### config.mk
export PLATFORM = sky130hd
export DESIGN_NAME = tag_ram_ctrl_flat
export DESIGN_NICKNAME = d
export VERILOG_FILES = /design/src/rtl/tag_ram_ctrl_if.sv /design/src/rtl/tag_ram_ctrl.sv /design/src/flat_wrapper.sv
export SDC_FILE = /design/constraint.sdc
export NUM_CORES = 1
export LEC_CHECK = 0
export BUFFER_PORTS_ARGS = -buffer_cell sky130_fd_sc_hd__buf_2
export CAP_MARGIN = 10
export CORE_AREA = 8 8 58 72
export CTS_CLUSTER_SIZE = 16
export DETAILED_ROUTE_END_ITERATION = 8
export DIE_AREA = 0 0 66 80
export PLACE_DENSITY = 0.82
export SLEW_MARGIN = 20
export SYNTH_ARGS = -nofsm -noshare
export SYNTH_HDL_FRONTEND = slang
export SYNTH_SLANG_ARGS = --single-unit
export TNS_END_PERCENT = 30
### constraint.sdc
create_clock -name clk -period 3.85 [get_ports clk]
set_input_delay 0.77 -clock clk [delete_from_list [all_inputs] [get_ports clk]]
set_output_delay 0.77 -clock clk [all_outputs]
set_load 0.1 [all_outputs]
### src/rtl/tag_ram_ctrl_if.sv
// Requester-side bus of the tag/valid RAM controller.
// Carries the refill write, invalidate, flush and read channels.
// master: the cache logic issuing requests.
// slave : tag_ram_ctrl, which returns acks, status and read validity.
interface tag_ram_ctrl_if #(
  parameter int unsigned ADDR_WIDTH = 6,
  parameter int unsigned DATA_WIDTH = 32
);

  // Refill write channel
  logic                  wr_req;
  logic [ADDR_WIDTH-1:0] wr_addr;
  logic [DATA_WIDTH-1:0] wr_data;
  logic                  wr_ack;

  // Invalidate channel (writes all-zero data)
  logic                  inv_req;
  logic [ADDR_WIDTH-1:0] inv_addr;
  logic                  inv_ack;

  // Flush and sweep status
  logic                  flush_req;
  logic                  flush_done;
  logic                  busy;

  // Read channel
  logic                  rd_en;
  logic [ADDR_WIDTH-1:0] rd_addr;
  logic                  rd_ready;
  logic                  rd_valid;

  modport master (
    output wr_req, wr_addr, wr_data, inv_req, inv_addr, flush_req, rd_en, rd_addr,
    input  wr_ack, inv_ack, flush_done, busy, rd_ready, rd_valid
  );

  modport slave (
    input  wr_req, wr_addr, wr_data, inv_req, inv_addr, flush_req, rd_en, rd_addr,
    output wr_ack, inv_ack, flush_done, busy, rd_ready, rd_valid
  );

endinterface

### src/rtl/tag_ram_ctrl.sv
// Sequencing and arbitration controller for a simple-dual-port cache
// tag/valid RAM (port A write, port B read, 1-cycle read latency).
// Zeroes the whole array after reset and on each flush request, arbitrates
// the write port between refill (high priority) and invalidate (low
// priority, with a starvation guard), and passes reads through.
//
// Ports:
//   clk, resetn        clock, synchronous active-low reset
//   bus (slave)        requester channels: refill write, invalidate, flush,
//                      read, with wr_ack/inv_ack/flush_done/busy/rd_ready/
//                      rd_valid returned
//   ram_ena/ram_wea    port A enable / write enable (always equal)
//   ram_addra/dina     port A address / write data
//   ram_enb/ram_addrb  port B read enable / address
module tag_ram_ctrl #(
  parameter int unsigned DATA_WIDTH   = 32,
  parameter int unsigned SIZE         = 64,
  parameter int unsigned ADDR_WIDTH   = $clog2(SIZE),
  parameter int unsigned STARVE_LIMIT = 4
) (
  input  logic                  clk,
  input  logic                  resetn,
  tag_ram_ctrl_if.slave         bus,
  output logic                  ram_ena,
  output logic                  ram_wea,
  output logic [ADDR_WIDTH-1:0] ram_addra,
  output logic [DATA_WIDTH-1:0] ram_dina,
  output logic                  ram_enb,
  output logic [ADDR_WIDTH-1:0] ram_addrb
);

  localparam int unsigned SWEEP_W  = ADDR_WIDTH + 1;
  localparam int unsigned STARVE_W = $clog2(STARVE_LIMIT + 1);

  typedef enum logic [1:0] {
    S_INIT  = 2'd0,
    S_IDLE  = 2'd1,
    S_FLUSH = 2'd2
  } state_e;

  state_e                state_q;
  logic [SWEEP_W-1:0]    sweep_addr_q;
  logic                  flush_pend_q;
  logic [STARVE_W-1:0]   starve_cnt_q;
  logic                  rd_valid_q;
  logic                  flush_done_q;

  logic                  sweeping;
  logic                  idle;
  logic                  sweep_last;
  logic                  starved;
  logic                  inv_win;
  logic                  wr_win;

  // Sweep / arbitration decode
  assign sweeping   = (state_q != S_IDLE);
  assign idle       = (state_q == S_IDLE);
  assign sweep_last = (sweep_addr_q == SWEEP_W'(SIZE - 1));
  assign starved    = (starve_cnt_q == STARVE_W'(STARVE_LIMIT));

  // Invalidate only wins when refill is absent or it has been starved long enough
  assign inv_win = idle && bus.inv_req && (!bus.wr_req || starved);
  assign wr_win  = idle && bus.wr_req && !inv_win;

  // Status and handshake outputs
  assign bus.wr_ack     = wr_win;
  assign bus.inv_ack    = inv_win;
  assign bus.busy       = sweeping;
  assign bus.rd_ready   = !sweeping;
  assign bus.rd_valid   = rd_valid_q;
  assign bus.flush_done = flush_done_q;

  // Read port passes straight through while not sweeping
  assign ram_enb   = bus.rd_en && !sweeping;
  assign ram_addrb = bus.rd_addr;

  // Write port mux: sweep, then invalidate, then refill
  always_comb begin
    ram_wea   = sweeping || wr_win || inv_win;
    ram_ena   = ram_wea;
    ram_addra = bus.wr_addr;
    ram_dina  = bus.wr_data;
    if (sweeping) begin
      ram_addra = sweep_addr_q[ADDR_WIDTH-1:0];
      ram_dina  = '0;
    end else if (inv_win) begin
      ram_addra = bus.inv_addr;
      ram_dina  = '0;
    end
  end

  // Controller state, sweep counter, flush merge, starvation counter
  always_ff @(posedge clk) begin
    if (!resetn) begin
      state_q      <= S_INIT;
      sweep_addr_q <= '0;
      flush_pend_q <= 1'b0;
      starve_cnt_q <= '0;
      rd_valid_q   <= 1'b0;
      flush_done_q <= 1'b0;
    end else begin
      rd_valid_q   <= bus.rd_en && !sweeping;
      flush_done_q <= 1'b0;

      // Saturating count of denied invalidate cycles while idle
      if (!bus.inv_req || inv_win) begin
        starve_cnt_q <= '0;
      end else if (idle && !starved) begin
        starve_cnt_q <= starve_cnt_q + 1'b1;
      end

      case (state_q)
        S_IDLE: begin
          if (bus.flush_req) begin
            state_q      <= S_FLUSH;
            sweep_addr_q <= '0;
          end
        end
        S_INIT, S_FLUSH: begin
          if (sweep_last) begin
            // A request arriving in the last sweep cycle merges into the pending flush
            sweep_addr_q <= '0;
            flush_pend_q <= 1'b0;
            flush_done_q <= (state_q == S_FLUSH);
            state_q      <= (flush_pend_q || bus.flush_req) ? S_FLUSH : S_IDLE;
          end else begin
            sweep_addr_q <= sweep_addr_q + 1'b1;
            if (bus.flush_req) begin
              flush_pend_q <= 1'b1;
            end
          end
        end
        default: begin
          state_q      <= S_INIT;
          sweep_addr_q <= '0;
        end
      endcase
    end
  end

endmodule

### src/flat_wrapper.sv
// flat-port wrapper written by rule: the top's interface ports become plain ports
module tag_ram_ctrl_flat 
#(
  parameter int unsigned DATA_WIDTH   = 32,
  parameter int unsigned SIZE         = 64,
  parameter int unsigned ADDR_WIDTH   = $clog2(SIZE),
  parameter int unsigned STARVE_LIMIT = 4
)
  (clk, resetn, ram_ena, ram_wea, ram_addra, ram_dina, ram_enb, ram_addrb, bus_wr_req, bus_wr_addr, bus_wr_data, bus_inv_req, bus_inv_addr, bus_flush_req, bus_rd_en, bus_rd_addr, bus_wr_ack, bus_inv_ack, bus_flush_done, bus_busy, bus_rd_ready, bus_rd_valid);
  tag_ram_ctrl_if #(.ADDR_WIDTH(ADDR_WIDTH), .DATA_WIDTH(DATA_WIDTH)) bus_i ();
  input  logic clk;
  input  logic resetn;
  output logic ram_ena;
  output logic ram_wea;
  output logic [ADDR_WIDTH-1:0] ram_addra;
  output logic [DATA_WIDTH-1:0] ram_dina;
  output logic ram_enb;
  output logic [ADDR_WIDTH-1:0] ram_addrb;
  input wire logic [$bits(bus_i.wr_req)-1:0] bus_wr_req;
  input wire logic [$bits(bus_i.wr_addr)-1:0] bus_wr_addr;
  input wire logic [$bits(bus_i.wr_data)-1:0] bus_wr_data;
  input wire logic [$bits(bus_i.inv_req)-1:0] bus_inv_req;
  input wire logic [$bits(bus_i.inv_addr)-1:0] bus_inv_addr;
  input wire logic [$bits(bus_i.flush_req)-1:0] bus_flush_req;
  input wire logic [$bits(bus_i.rd_en)-1:0] bus_rd_en;
  input wire logic [$bits(bus_i.rd_addr)-1:0] bus_rd_addr;
  output wire logic [$bits(bus_i.wr_ack)-1:0] bus_wr_ack;
  output wire logic [$bits(bus_i.inv_ack)-1:0] bus_inv_ack;
  output wire logic [$bits(bus_i.flush_done)-1:0] bus_flush_done;
  output wire logic [$bits(bus_i.busy)-1:0] bus_busy;
  output wire logic [$bits(bus_i.rd_ready)-1:0] bus_rd_ready;
  output wire logic [$bits(bus_i.rd_valid)-1:0] bus_rd_valid;
  assign bus_i.wr_req = bus_wr_req;
  assign bus_i.wr_addr = bus_wr_addr;
  assign bus_i.wr_data = bus_wr_data;
  assign bus_i.inv_req = bus_inv_req;
  assign bus_i.inv_addr = bus_inv_addr;
  assign bus_i.flush_req = bus_flush_req;
  assign bus_i.rd_en = bus_rd_en;
  assign bus_i.rd_addr = bus_rd_addr;
  assign bus_wr_ack = bus_i.wr_ack;
  assign bus_inv_ack = bus_i.inv_ack;
  assign bus_flush_done = bus_i.flush_done;
  assign bus_busy = bus_i.busy;
  assign bus_rd_ready = bus_i.rd_ready;
  assign bus_rd_valid = bus_i.rd_valid;
  tag_ram_ctrl #(.DATA_WIDTH(DATA_WIDTH), .SIZE(SIZE), .ADDR_WIDTH(ADDR_WIDTH), .STARVE_LIMIT(STARVE_LIMIT)) u_core (.clk(clk), .resetn(resetn), .bus(bus_i), .ram_ena(ram_ena), .ram_wea(ram_wea), .ram_addra(ram_addra), .ram_dina(ram_dina), .ram_enb(ram_enb), .ram_addrb(ram_addrb));
endmodule
==> summary.txt, run 1 <==
Route
  • Iter 0 DRT Violations: 76
  • Via Count: 1,327
  • Routed length per placed instance: about 14 um
  • Drt drc: 0
  • Drt via density: 5.008
  • Final antenna-violating net count: 0
  • Final wirelength: 3784 um
  • First-pass detailed-route iteration total: 4

Clock tree
  • TritonCTS clock tree: done
  • Count of hold buffers inserted by post-cts repair: 0
  • CTS Sinks: 15
  • CTS Buf Count: 3
  • CTS clk-pin slew, worst paths: 0.06 ns
  • CTS H-tree depth: 1
  • Root Buffer: clkbuf_8
  • Worst-skew pair later-pin latency: 0.25 ns
  • Clk buf depth: 2
  • Post_cts resized: 0
  • Post-CTS Setup Inserts: 0

Layout
  • Layout Cells excl Fill: between 200 and 300
  • P&R area growth vs syn: 43.29%
  • Fin nets: 288
  • Fillcell total: 304
  • Share of cells above drive strength 1: roughly 46%
  • Storage element area: 300.3 um^2
  • Antenna diodes: 0
  • Final instance area: 1615 um^2
  • Area of the multi-input gates: 701.9 um^2

Yosys
  • Cells after Synth: 140
  • Post-synthesis average cell area: between 8 and 9 um^2
  • Most frequent cell after synthesis: and2_1
  • Post-Syn Area: 1127 um^2
  • Primary FF master, synth: dfxtp_1
  • Area share of the largest cell type after synthesis: 26.64%
  • Post-synth top cells: and2_1 (38), dfxtp_1 (15), buf_4 (9)
  • Top post-synthesis cells by area: dfxtp_1 (27%), and2_1 (21%), buf_4 (6.0%), a221o_1 (5.3%), ha_1 (3.3%)
  • Syn Nets: 199
  • Yosys Warn Count: 0
  • Async S/R FF share, synth: 0%
  • Post-synth EDFFs: 0
  • Sequential share of the synthesized area: approximately a quarter
  • Yosys reg bits: 15
  • Cell taking the most area after synthesis: dfxtp_1
  • Post-synthesis cell type count: 35

Worst setup path
  • Critical Path End Type: output pin
  • CP required: 3.08 ns
  • Worst-path fanout max: 15
  • Startpoint types: flip-flop
  • Critical setup path kind: flip-flop to output pin
  • Crit path DAT: 2.36 ns

Floorplanning
  • Starting density of the core: 36.27%
  • I/O pin cnt: 109
  • Total core area: roughly 3100 um^2
  • # rows: 23
  • Die Ht: about 80 um
  • DIE AREA: 5280 um^2
  • Die Wd: 66 um

Global routing
  • Number of global-route vias before repair: 1,272
  • Global-route wire length before repair: 5954 um
  • Met3 Usage GRT: 4.916%
  • GR Util met2: between 20% and 30%
  • Initial antenna violation count: 0
  • Total track usage: a little over an eighth
  • Largest net degree at the start of global routing: 36
  • Layer with the highest usage: met2
  • Grt ovf: 0
  • GR Util met1: 13.50%

Power
  • Peak supply drop: 0.0001694 V
  • Internal power: 258.1 uW
  • Switch Pwr: 94.56 uW
  • Switching portion of total power: 26.82%
  • Clk pwr share: 36.5%
  • Sequential Power Share: 46.0%
  • Power Dens Cells: 218.3 nW/um^2
  • Static leakage: about 0.86 nW
  • Combinational Power Share: 17.5%
  • Post-layout power: 352.6 uW

Min path
  • Hold WC Path Type: flip-flop to flip-flop

Timing
  • Slew Limit Fails: 0
  • Fraction of the cycle the final worst path needs: 81.33%
  • Final clock skew: 0.002922 ns
  • F_max: 0.3194 GHz
  • Fin Setup TNS: 0 ns
  • Slew @ Worst Pin: 0.5261 ns
  • Final Critical Period: 3.131 ns
  • RSZ-0062 raised after global routing: no
  • Normalized max-slew margin: 64.77%
  • # setup viols final: 0
  • Final hold violation count: 0
  • Hold_ws: about 0.43 ns

Outcome
  • Status: complete, no violations

Placement
  • Detailed Place HPWL: ~3100 um
  • # port buffers: 96
  • RePlAce Congestion: between 0.8 and 0.9
  • Placed Cells: 261
  • Placed Area: 1570 um^2

Job
  • Max Cap Viol: 0
power groups by stage:
stage / Sequential (mW) / Clock (mW) / Combinational, mW
after global placement: 0.165 / 0 / 0.0608
after detailed placement: 0.166 / 0 / 0.0616
final: 0.162 / 0.129 / 0.0617
after floorplan: 0.164 / 0 / 0.0612
after global routing: 0.163 / 0.141 / 0.0674
after CTS: 0.162 / 0.132 / 0.0621
cell usage in the layout (no fill, tap or decap), types with 2 or more instances in the layout:
master | Yosys | final
a21oi_1 | 5 | 5
a221o_1 | 6 | 6
a221oi_1 | 3 | 3
and2_0 | 3 | 3
and2_1 | 38 | 38
and3_1 | 3 | 3
buf_2 | 1 | 96
clkbuf_8 | 0 | 3
dfxtp_1 | 15 | 15
ha_1 | 3 | 3
inv_1 | 8 | 8
nand2_1 | 5 | 5
nand3_1 | 5 | 5
nor3_1 | 2 | 2
o21ai_0 | 7 | 7
o31ai_1 | 3 | 3
or3_1 | 5 | 5
critical path: stages, from the launching register on:
cell and delay [ns]:
dfxtp_1 0.40, nor2b_1 0.46, inv_2 0.23, nor3_4 0.35, a221o_1 0.24, buf_2 0.43
flip-flops by register name, indices dropped and copies added, names as in the netlist:
name	flops
u_core.flush_pend_q	1
u_core.bus.rd_valid	1
u_core.starve_cnt_q	3
u_core.sweep_addr_q	7
u_core.state_q	2
u_core.bus.flush_done	1
area by class of cell:
| class | instances | share of cell area, % |
|---|---|---|
| Timing Repair Buffer | 97 | 30.21 |
| Tap cell | 37 | 2.866 |
| Sequential cell | 15 | 18.59 |
| Inverter | 9 | 2.091 |
| Multi-Input combinational cell | 103 | 43.45 |
| Clock buffer | 4 | 2.789 |
cells by family after synthesis:
group / Yosys count / share of synthesized area [%]
flip-flops: 15 / 26.64
buffers and inverters: 22 / 11.10
adder cells (fa/ha/maj): 3 / 3.330
AND/OR/NAND/NOR: 68 / 37.74
AO/OA/AOI/OAI: 32 / 21.20
routing by layer:
| metal | vias to the layer above | routed length [um] |
|---|---|---|
| li1 | 666 | - |
| met1 | 589 | 1326 |
| met2 | 61 | 1869 |
| met3 | 11 | 516 |
| met4 | 0 | 72 |
| met5 | - | 0 |
worst paths after layout:
path         slack [ns]  cells after the start                      to              startpoint
max                0.72                      5            ram_addra[1]       u_core.state_q[0]
max reg2reg        2.21                      4  u_core.sweep_addr_q[3]  u_core.sweep_addr_q[0]
min reg2reg        0.43                      2  u_core.sweep_addr_q[6]  u_core.sweep_addr_q[6]
min                0.43                      2  u_core.sweep_addr_q[6]  u_core.sweep_addr_q[6]
stage by stage:
step,setup slack (ns),util [%]
5_1_grt,0.4709,51.97
6_report,0.7189,51.97
3_5_place_dp,0.7355,50.52
2_1_floorplan,0.3109,-
4_1_cts,0.6823,51.97
3_3_place_gp,0.7817,50.52
Power figures use the tool's default switching activity.
==> run 2: changes to the inputs <==
--- a/config.mk
+++ b/config.mk
@@ -5,13 +5,14 @@
 export SDC_FILE = /design/constraint.sdc
 export NUM_CORES = 1
 export LEC_CHECK = 0
+export ABC_AREA = 1
 export BUFFER_PORTS_ARGS = -buffer_cell sky130_fd_sc_hd__buf_2
 export CAP_MARGIN = 10
-export CORE_AREA = 8 8 58 72
+export CORE_AREA = 8 8 63 79
 export CTS_CLUSTER_SIZE = 16
 export DETAILED_ROUTE_END_ITERATION = 8
-export DIE_AREA = 0 0 66 80
-export PLACE_DENSITY = 0.82
+export DIE_AREA = 0 0 71 87
+export PLACE_DENSITY = 0.74
 export SLEW_MARGIN = 20
 export SYNTH_ARGS = -nofsm -noshare
 export SYNTH_HDL_FRONTEND = slang
==> constraint.sdc (replaced) <==
create_clock -name clk -period 2.6 [get_ports clk]
set_input_delay 0.52 -clock clk [delete_from_list [all_inputs] [get_ports clk]]
set_output_delay 0.52 -clock clk [all_outputs]
set_load 0.1 [all_outputs]
==> run 2 against run 1 <==
Compared with the run above:
- worst hold slack improved by 0.0088 ns
- register-to-register slack got worse by 1.0 ns
- via count increased by 13%
- clock power increased by 50%
- flip-flop and latch count unchanged
- critical path depth increased by 3
- area after synthesis increased by 8.9%
- sequential share of layout area decreased by 2.2 points
- non-clock buffer count unchanged
- utilization decreased by 4.2 points
- cell count increased by 29%
- critical path type unchanged
- largest power group unchanged
==> summary.txt, run 2 <==
Yosys
  • Post-synth EDFFs: 0
  • Sequential share of the synthesized area: 24.46%
  • Area share of the largest cell type after synthesis: 24.46%
  • Most frequent cell after synthesis: inv_1
  • Yosys reg bits: 15
  • Cells after Synth: 212
  • Post-synthesis average cell area: 5.790 um^2
  • Post-synth top cells: inv_1 (48), nor2_1 (47), nand2_1 (46)
  • Top post-synthesis cells by area: dfxtp_1 (24%), inv_1 (15%), nor2_1 (14%), nand2_1 (14%), buf_4 (4.9%)
  • Post-Syn Area: between 1000 and 1500 um^2
  • Primary FF master, synth: dfxtp_1
  • Yosys Warn Count: 0
  • Post-synthesis cell type count: 21
  • Syn Nets: 271
  • Async S/R FF share, synth: 0%
  • Cell taking the most area after synthesis: dfxtp_1

Worst setup path
  • Startpoint types: flip-flop
  • Most used cell along the critical path: nand2_2
  • Max incr delay on CP: roughly 0.44 ns
  • Cells along the critical path: inv_1, ha_4, nand2_2, nand2_1, nand2_2, nand2_8, nor2_1, buf_2
  • Critical setup path kind: flip-flop to output pin
  • CP required: 2.08 ns
  • Reg-to-Reg End: u_core.sweep_addr_q[0]
  • Crit path from: u_core.starve_cnt_q[1]
  • Critical Path End Type: output pin
  • Worst-path fanout max: 34
  • Worst r2r path cells: 7
  • Reg-to-reg startpoint: u_core.state_q[0]
  • R2R Setup Slk: 1.17 ns
  • Crit path buf inv count: 2
  • Critical Path Stages: 8
  • Crit path capture: ram_dina[20]
  • Slowest stage cell on the critical path: buf_2
  • Crit path DAT: 1.88 ns
  • Worst path top cell family by delay: simple AND/OR/NAND/NOR gates

Clock tree
  • CTS H-tree depth: 1
  • Post_cts resized: 0
  • Count of hold buffers inserted by post-cts repair: 0
  • TritonCTS clock tree: done
  • Post-CTS Setup Inserts: 0
  • CTS Sinks: 15
  • CTS Buf Count: 3
  • Worst-skew pair later-pin latency: 0.25 ns
  • Clk buf depth: 2
  • CTS clk-pin slew, worst paths: 0.06 ns
  • Root Buffer: clkbuf_8

Floorplanning
  • I/O pin cnt: 109
  • Die Ht: 87 um
  • Die Wd: 71 um
  • # rows: 26
  • Total core area: 3839 um^2
  • DIE AREA: 6177 um^2
  • Starting density of the core: 31.98%

Route
  • Drt drc: 0
  • Routed length per placed instance: 12.27 um
  • Final wirelength: around 4200 um
  • Via Count: 1,493
  • Final antenna-violating net count: 0
  • Drt via density: about 4.4
  • First-pass detailed-route iteration total: 4
  • Iter 0 DRT Violations: 34

Placement
  • Placed Cells: between 300 and 400
  • # port buffers: between 90 and 100
  • RePlAce Congestion: approximately 0.85
  • Worst slack, placed: 0.3436 ns
  • Detailed Place HPWL: 3563 um

Power
  • Static leakage: about 1.1 nW
  • Power Dens Cells: 300.0 nW/um^2
  • Peak supply drop: approximately 0.00022 V

Global routing
  • Total track usage: 13.18%
  • Initial antenna violation count: 0
  • Number of global-route vias before repair: 1,429
  • Global-route wire length before repair: 6603 um
  • Grt ovf: 0
  • Largest net degree at the start of global routing: 35

Timing
  • Final clock skew: 0.003101 ns
  • Final hold violation count: 0
  • Fin Setup TNS: 0 ns
  • Normalized max-slew margin: 66.76%
  • Slew Limit Fails: 0
  • RSZ-0062 raised after global routing: no
  • F_max: 0.4172 GHz
  • # setup viols final: 0
  • Final Critical Period: between 2 and 2.5 ns
  • Final WS setup: around 0.2 ns
  • Hold_ws: 0.4414 ns
  • Slew @ Worst Pin: 0.5021 ns
  • Fraction of the cycle the final worst path needs: 92.20%

Layout
  • Post-layout util: 47.75%
  • Most common cell after layout, fill and taps aside: buf_2
  • P&R area growth vs syn: 49.34%
  • Layout Cells excl Fill: 343
  • Fin nets: about 360
  • Share of cells above drive strength 1: 37.87%
  • Largest register FFs: 7
  • Largest regs: u_core.sweep_addr_q: 7 flops, u_core.starve_cnt_q: 3 flops, u_core.state_q: 2 flops
  • Biggest register: u_core.sweep_addr_q
  • Most frequent cells in the layout: buf_2 (87), inv_1 (47), nor2_1 (47)
  • Antenna diodes: 0

Outcome
  • Status: complete, no violations

Min path
  • Hold WC Path Type: flip-flop to flip-flop

Job
  • Max Cap Viol: 0
## run 2: cell count changes after synthesis, moves of 4 or more
cell | previous run | this run
nand3_1 | 5 | 11
inv_1 | 8 | 48
or3_1 | 5 | 0
o211ai_1 | 1 | 5
o21ai_0 | 7 | 3
and2_1 | 38 | 0
nor2_1 | 1 | 47
nand2_1 | 5 | 46
a221o_1 | 6 | 0
## run 2: layout make-up
class | instances | area, um^2
Clock buffer | 4 | 45.04
Fill cell | 399 | 2006
Inverter | 52 | 201.4
Multi-Input combinational cell | 133 | 648.1
Sequential cell | 15 | 300.3
Tap cell | 42 | 52.55
Timing Repair Buffer | 97 | 585.6
## run 2: where the power goes
| part | total, mW | internal, mW | switching [mW] | leakage [nW] |
|---|---|---|---|---|
| sequential | 0.239 | 0.235 | 0.00420 | 0.122 |
| clock | 0.193 | 0.109 | 0.0841 | 0.0228 |
| combinational | 0.118 | 0.0522 | 0.0657 | 0.988 |
| total | 0.550 | 0.396 | 0.154 | 1.13 |
## run 2: worst min-delay path by stage
stage                                      start                endpoint  slack [ns]  cells past startpoint
after global placement    u_core.sweep_addr_q[6]  u_core.sweep_addr_q[6]        0.42                      2
after floorplan           u_core.sweep_addr_q[6]  u_core.sweep_addr_q[6]        0.41                      2
after CTS                 u_core.sweep_addr_q[6]  u_core.sweep_addr_q[6]        0.44                      2
after global routing      u_core.sweep_addr_q[6]  u_core.sweep_addr_q[6]        0.45                      2
after detailed placement  u_core.sweep_addr_q[6]  u_core.sweep_addr_q[6]        0.43                      2
final                     u_core.sweep_addr_q[6]  u_core.sweep_addr_q[6]        0.44                      2
## run 2: per-layer routing
layer / vias up / GRT usage [%] / part of all wire [%]
met5: - / 0 / 0
met4: 0 / 5.313 / 1.7
met3: 13 / 6.336 / 13
met2: 81 / 24.01 / 48
met1: 610 / 12.32 / 38
li1: 789 / - / -
## run 2: kinds of logic after synthesis
| family | share of synthesized area (%) |
|---|---|
| AND/OR/NAND/NOR | 39.04 |
| buffers and inverters | 24.87 |
| AO/OA/AOI/OAI | 7.135 |
| flip-flops | 24.46 |
| adder cells (fa/ha/maj) | 3.058 |
| XOR/XNOR | 1.427 |
## run 2: metrics by stage
| step | area (um^2) | power, mW |
|---|---|---|
| after floorplan | 1247 | 0.3458 |
| after global placement | 1769 | 0.3603 |
| after detailed placement | 1769 | 0.3621 |
| after CTS | 1814 | 0.5523 |
| after global routing | 1833 | 0.5694 |
| final | 1833 | 0.5500 |
## run 2: worst reg2reg max path: stages, from the launching register on
cell and delay, ns:
dfxtp_1 0.39, inv_2 0.12, nor2_4 0.26, buf_4 0.22
nand2_4 0.08, clkinv_2 0.10, o21ai_0 0.08, a21oi_1 0.11
==> run 3: changes to the inputs <==
--- a/config.mk
+++ b/config.mk
@@ -8,11 +8,12 @@
 export ABC_AREA = 1
 export BUFFER_PORTS_ARGS = -buffer_cell sky130_fd_sc_hd__buf_2
 export CAP_MARGIN = 10
-export CORE_AREA = 8 8 63 79
+export CORE_AREA = 8 8 59 73
 export CTS_CLUSTER_SIZE = 16
 export DETAILED_ROUTE_END_ITERATION = 8
-export DIE_AREA = 0 0 71 87
-export PLACE_DENSITY = 0.74
+export DIE_AREA = 0 0 67 81
+export PLACE_DENSITY = 0.83
+export SETUP_SLACK_MARGIN = 0.02
 export SLEW_MARGIN = 20
 export SYNTH_ARGS = -nofsm -noshare
 export SYNTH_HDL_FRONTEND = slang
==> constraint.sdc (replaced) <==
create_clock -name clk -period 2.86 [get_ports clk]
set_input_delay 0.572 -clock clk [delete_from_list [all_inputs] [get_ports clk]]
set_output_delay 0.572 -clock clk [all_outputs]
set_load 0.1 [all_outputs]
==> run 3 against run 2 <==
Compared with the run above:
- design area is 5.8% lower
- via count is 1.3% higher
- sequential share of layout area is 1.0 points higher
- sequential power is 9.2% lower
- combinational power is 21% lower
- flip-flop and latch count stayed put
- die area is 12% lower
- utilization is 6.8 points higher
- count of clock-buffer cells in the layout is 1 lower
- clock skew is 0.0014 ns higher
- largest cell class unchanged
- highest routed layer unchanged
==> summary.txt, run 3 (same netlist as run 2, synthesis figures left out) <==
Clock tree
  • Worst-skew pair later-pin latency: 0.25 ns
  • CTS clk-pin slew, worst paths: roughly 0.06 ns
  • Clk buf depth: 2
  • CTS Buf Count: 3
  • CTS Sinks: 15
  • Post_cts resized: 0
  • Root Buffer: clkbuf_8
  • Count of hold buffers inserted by post-cts repair: 0
  • TritonCTS clock tree: done
  • CTS H-tree depth: 1
  • Post-CTS Setup Inserts: 0

Placement
  • RePlAce Congestion: 0.8450
  • # port buffers: 96
  • Detailed Place HPWL: approximately 3500 um
  • Placed Area: about 1700 um^2

Layout
  • Fin nets: 362
  • Area of the multi-input gates: 639.4 um^2
  • Share of cells above drive strength 1: 38.41%
  • Biggest register: u_core.sweep_addr_q
  • P&R area growth vs syn: 40.67%
  • Antenna diodes: 0
  • Final instance area: 1727 um^2
  • Most frequent cells in the layout: buf_2 (96), inv_1 (47), nor2_1 (47)
  • Fillcell total: 336
  • Storage element area: 300.3 um^2
  • Largest regs: u_core.sweep_addr_q: 7 flops, u_core.starve_cnt_q: 3 flops, u_core.state_q: 2 flops
  • Post-layout util: 54.55%
  • Largest register FFs: 7
  • Most common cell after layout, fill and taps aside: buf_2

Route
  • Routed length per placed instance: 12.14 um
  • DR WL met2: about 1900 um
  • Final wirelength: 4115 um
  • Drt via density: 4.463
  • DR top layer: met4
  • Via Count: between 1.5k and 2k
  • Final antenna-violating net count: 0
  • Met1 WL: between 1500 and 2000 um
  • Wire length on met3: between 500 and 600 um
  • Iter 0 DRT Violations: 60
  • Drt drc: 0
  • First-pass detailed-route iteration total: 4

Worst setup path
  • Most used cell along the critical path: nand2_2
  • Critical Path End Type: output pin
  • Max incr delay on CP: approximately 0.45 ns
  • CP required: 2.29 ns
  • Reg-to-reg startpoint: u_core.sweep_addr_q[1]
  • Worst-path fanout max: 33
  • Startpoint types: flip-flop
  • Cells along the critical path: inv_1, ha_4, nand2_2, nand2_1, nand2_2, nand2_4, buf_4, nor2_1, buf_2
  • Reg-to-Reg End: u_core.state_q[0]
  • Worst r2r path cells: 7
  • Slowest stage cell on the critical path: buf_2
  • R2R Setup Slk: 1.46 ns
  • Crit path DAT: 2.01 ns
  • Critical setup path kind: flip-flop to output pin

Floorplanning
  • # rows: 23
  • DIE AREA: 5427 um^2
  • Starting density of the core: 38.77%
  • Total core area: 3166 um^2
  • Die Ht: ~81 um
  • Die Wd: 67 um
  • I/O pin cnt: around 110

Timing
  • RSZ-0062 raised after global routing: no
  • Normalized max-slew margin: 66.72%
  • Final Critical Period: 2.582 ns
  • Final clock skew: roughly 0.0045 ns
  • Fin Setup TNS: 0 ns
  • Slew @ Worst Pin: approximately 0.50 ns
  • Slew Limit Fails: 0
  • Final hold violation count: 0
  • F_max: 0.3873 GHz
  • # setup viols final: 0
  • Fraction of the cycle the final worst path needs: about nine tenths

Power
  • Post-layout power: 484.0 uW
  • Peak supply drop: ~0.00019 V
  • Static leakage: 1.120 nW
  • Power Dens Cells: roughly 280 nW/um^2

Min path
  • Hold WC Path Type: flip-flop to flip-flop
  • Startpoint of the worst hold path: u_core.sweep_addr_q[6]
  • Hold EP: u_core.sweep_addr_q[6]
  • Hold Path Depth: 2

Global routing
  • Total track usage: between 10 and 15%
  • Number of global-route vias before repair: 1,424
  • Largest net degree at the start of global routing: 34
  • Initial antenna violation count: 0
  • Global-route wire length before repair: 6444 um
  • Grt ovf: 0

Outcome
  • Status: complete, no violations

Job
  • Max Cap Viol: 0
## run 3: cell types whose count changed in the layout (fill, tap and decap cells not counted), sizes merged
cell    delta
clkbuf     -4
clkinv     +1
buf        +4
## run 3: how the worst max path moves through the flow
stage,from,slack (ns),cells after the start,end
after floorplan,u_core.state_q[0],-0.05,6,ram_dina[10]
after global placement,bus_wr_req,0.63,7,ram_dina[31]
after detailed placement,u_core.starve_cnt_q[1],0.54,9,ram_dina[31]
after CTS,u_core.starve_cnt_q[1],0.25,9,ram_dina[31]
after global routing,u_core.starve_cnt_q[1],0.14,9,ram_dina[31]
final,u_core.starve_cnt_q[1],0.28,9,ram_dina[31]
## run 3: power breakdown
part	switching (mW)	internal (mW)	leakage, nW	total [mW]
sequential	0.00374	0.214	0.122	0.217
combinational	0.0568	0.0369	0.973	0.0936
clock	0.0765	0.0966	0.0255	0.173
## run 3: layer usage
layer	global-route usage [%]	vias to the layer above
met5	0	-
met4	7.547	0
met3	4.677	15
met2	27.13	76
met1	14.86	629
li1	-	793
## run 3: area by class of cell
cell class	count	area share, %
multi-input combinational	133	37.03
inverter	52	11.52
clock buffer	3	2.391
timing repair buffer	98	28.70
tap	37	2.681
sequential	15	17.39
clock inverter	1	0.2899
## run 3: stage by stage
step | std cells | hold WS, ns | setup WS [ns]
final | 339 | 0.4449 | 0.2781
after global routing | 339 | 0.4505 | 0.1438
after CTS | 339 | 0.4396 | 0.2527
after detailed placement | 335 | 0.4278 | 0.5445
after global placement | 335 | 0.4272 | 0.6302
after floorplan | 212 | 0.4124 | -0.05289
## run 3: worst max-delay path: cells and delay by family (launching register included)
family | cells | cell delay, ns
fa+ha+maj | 1 | 0.16
flops | 1 | 0.36
simple gates | 5 | 0.49
buf+inv | 3 | 0.75
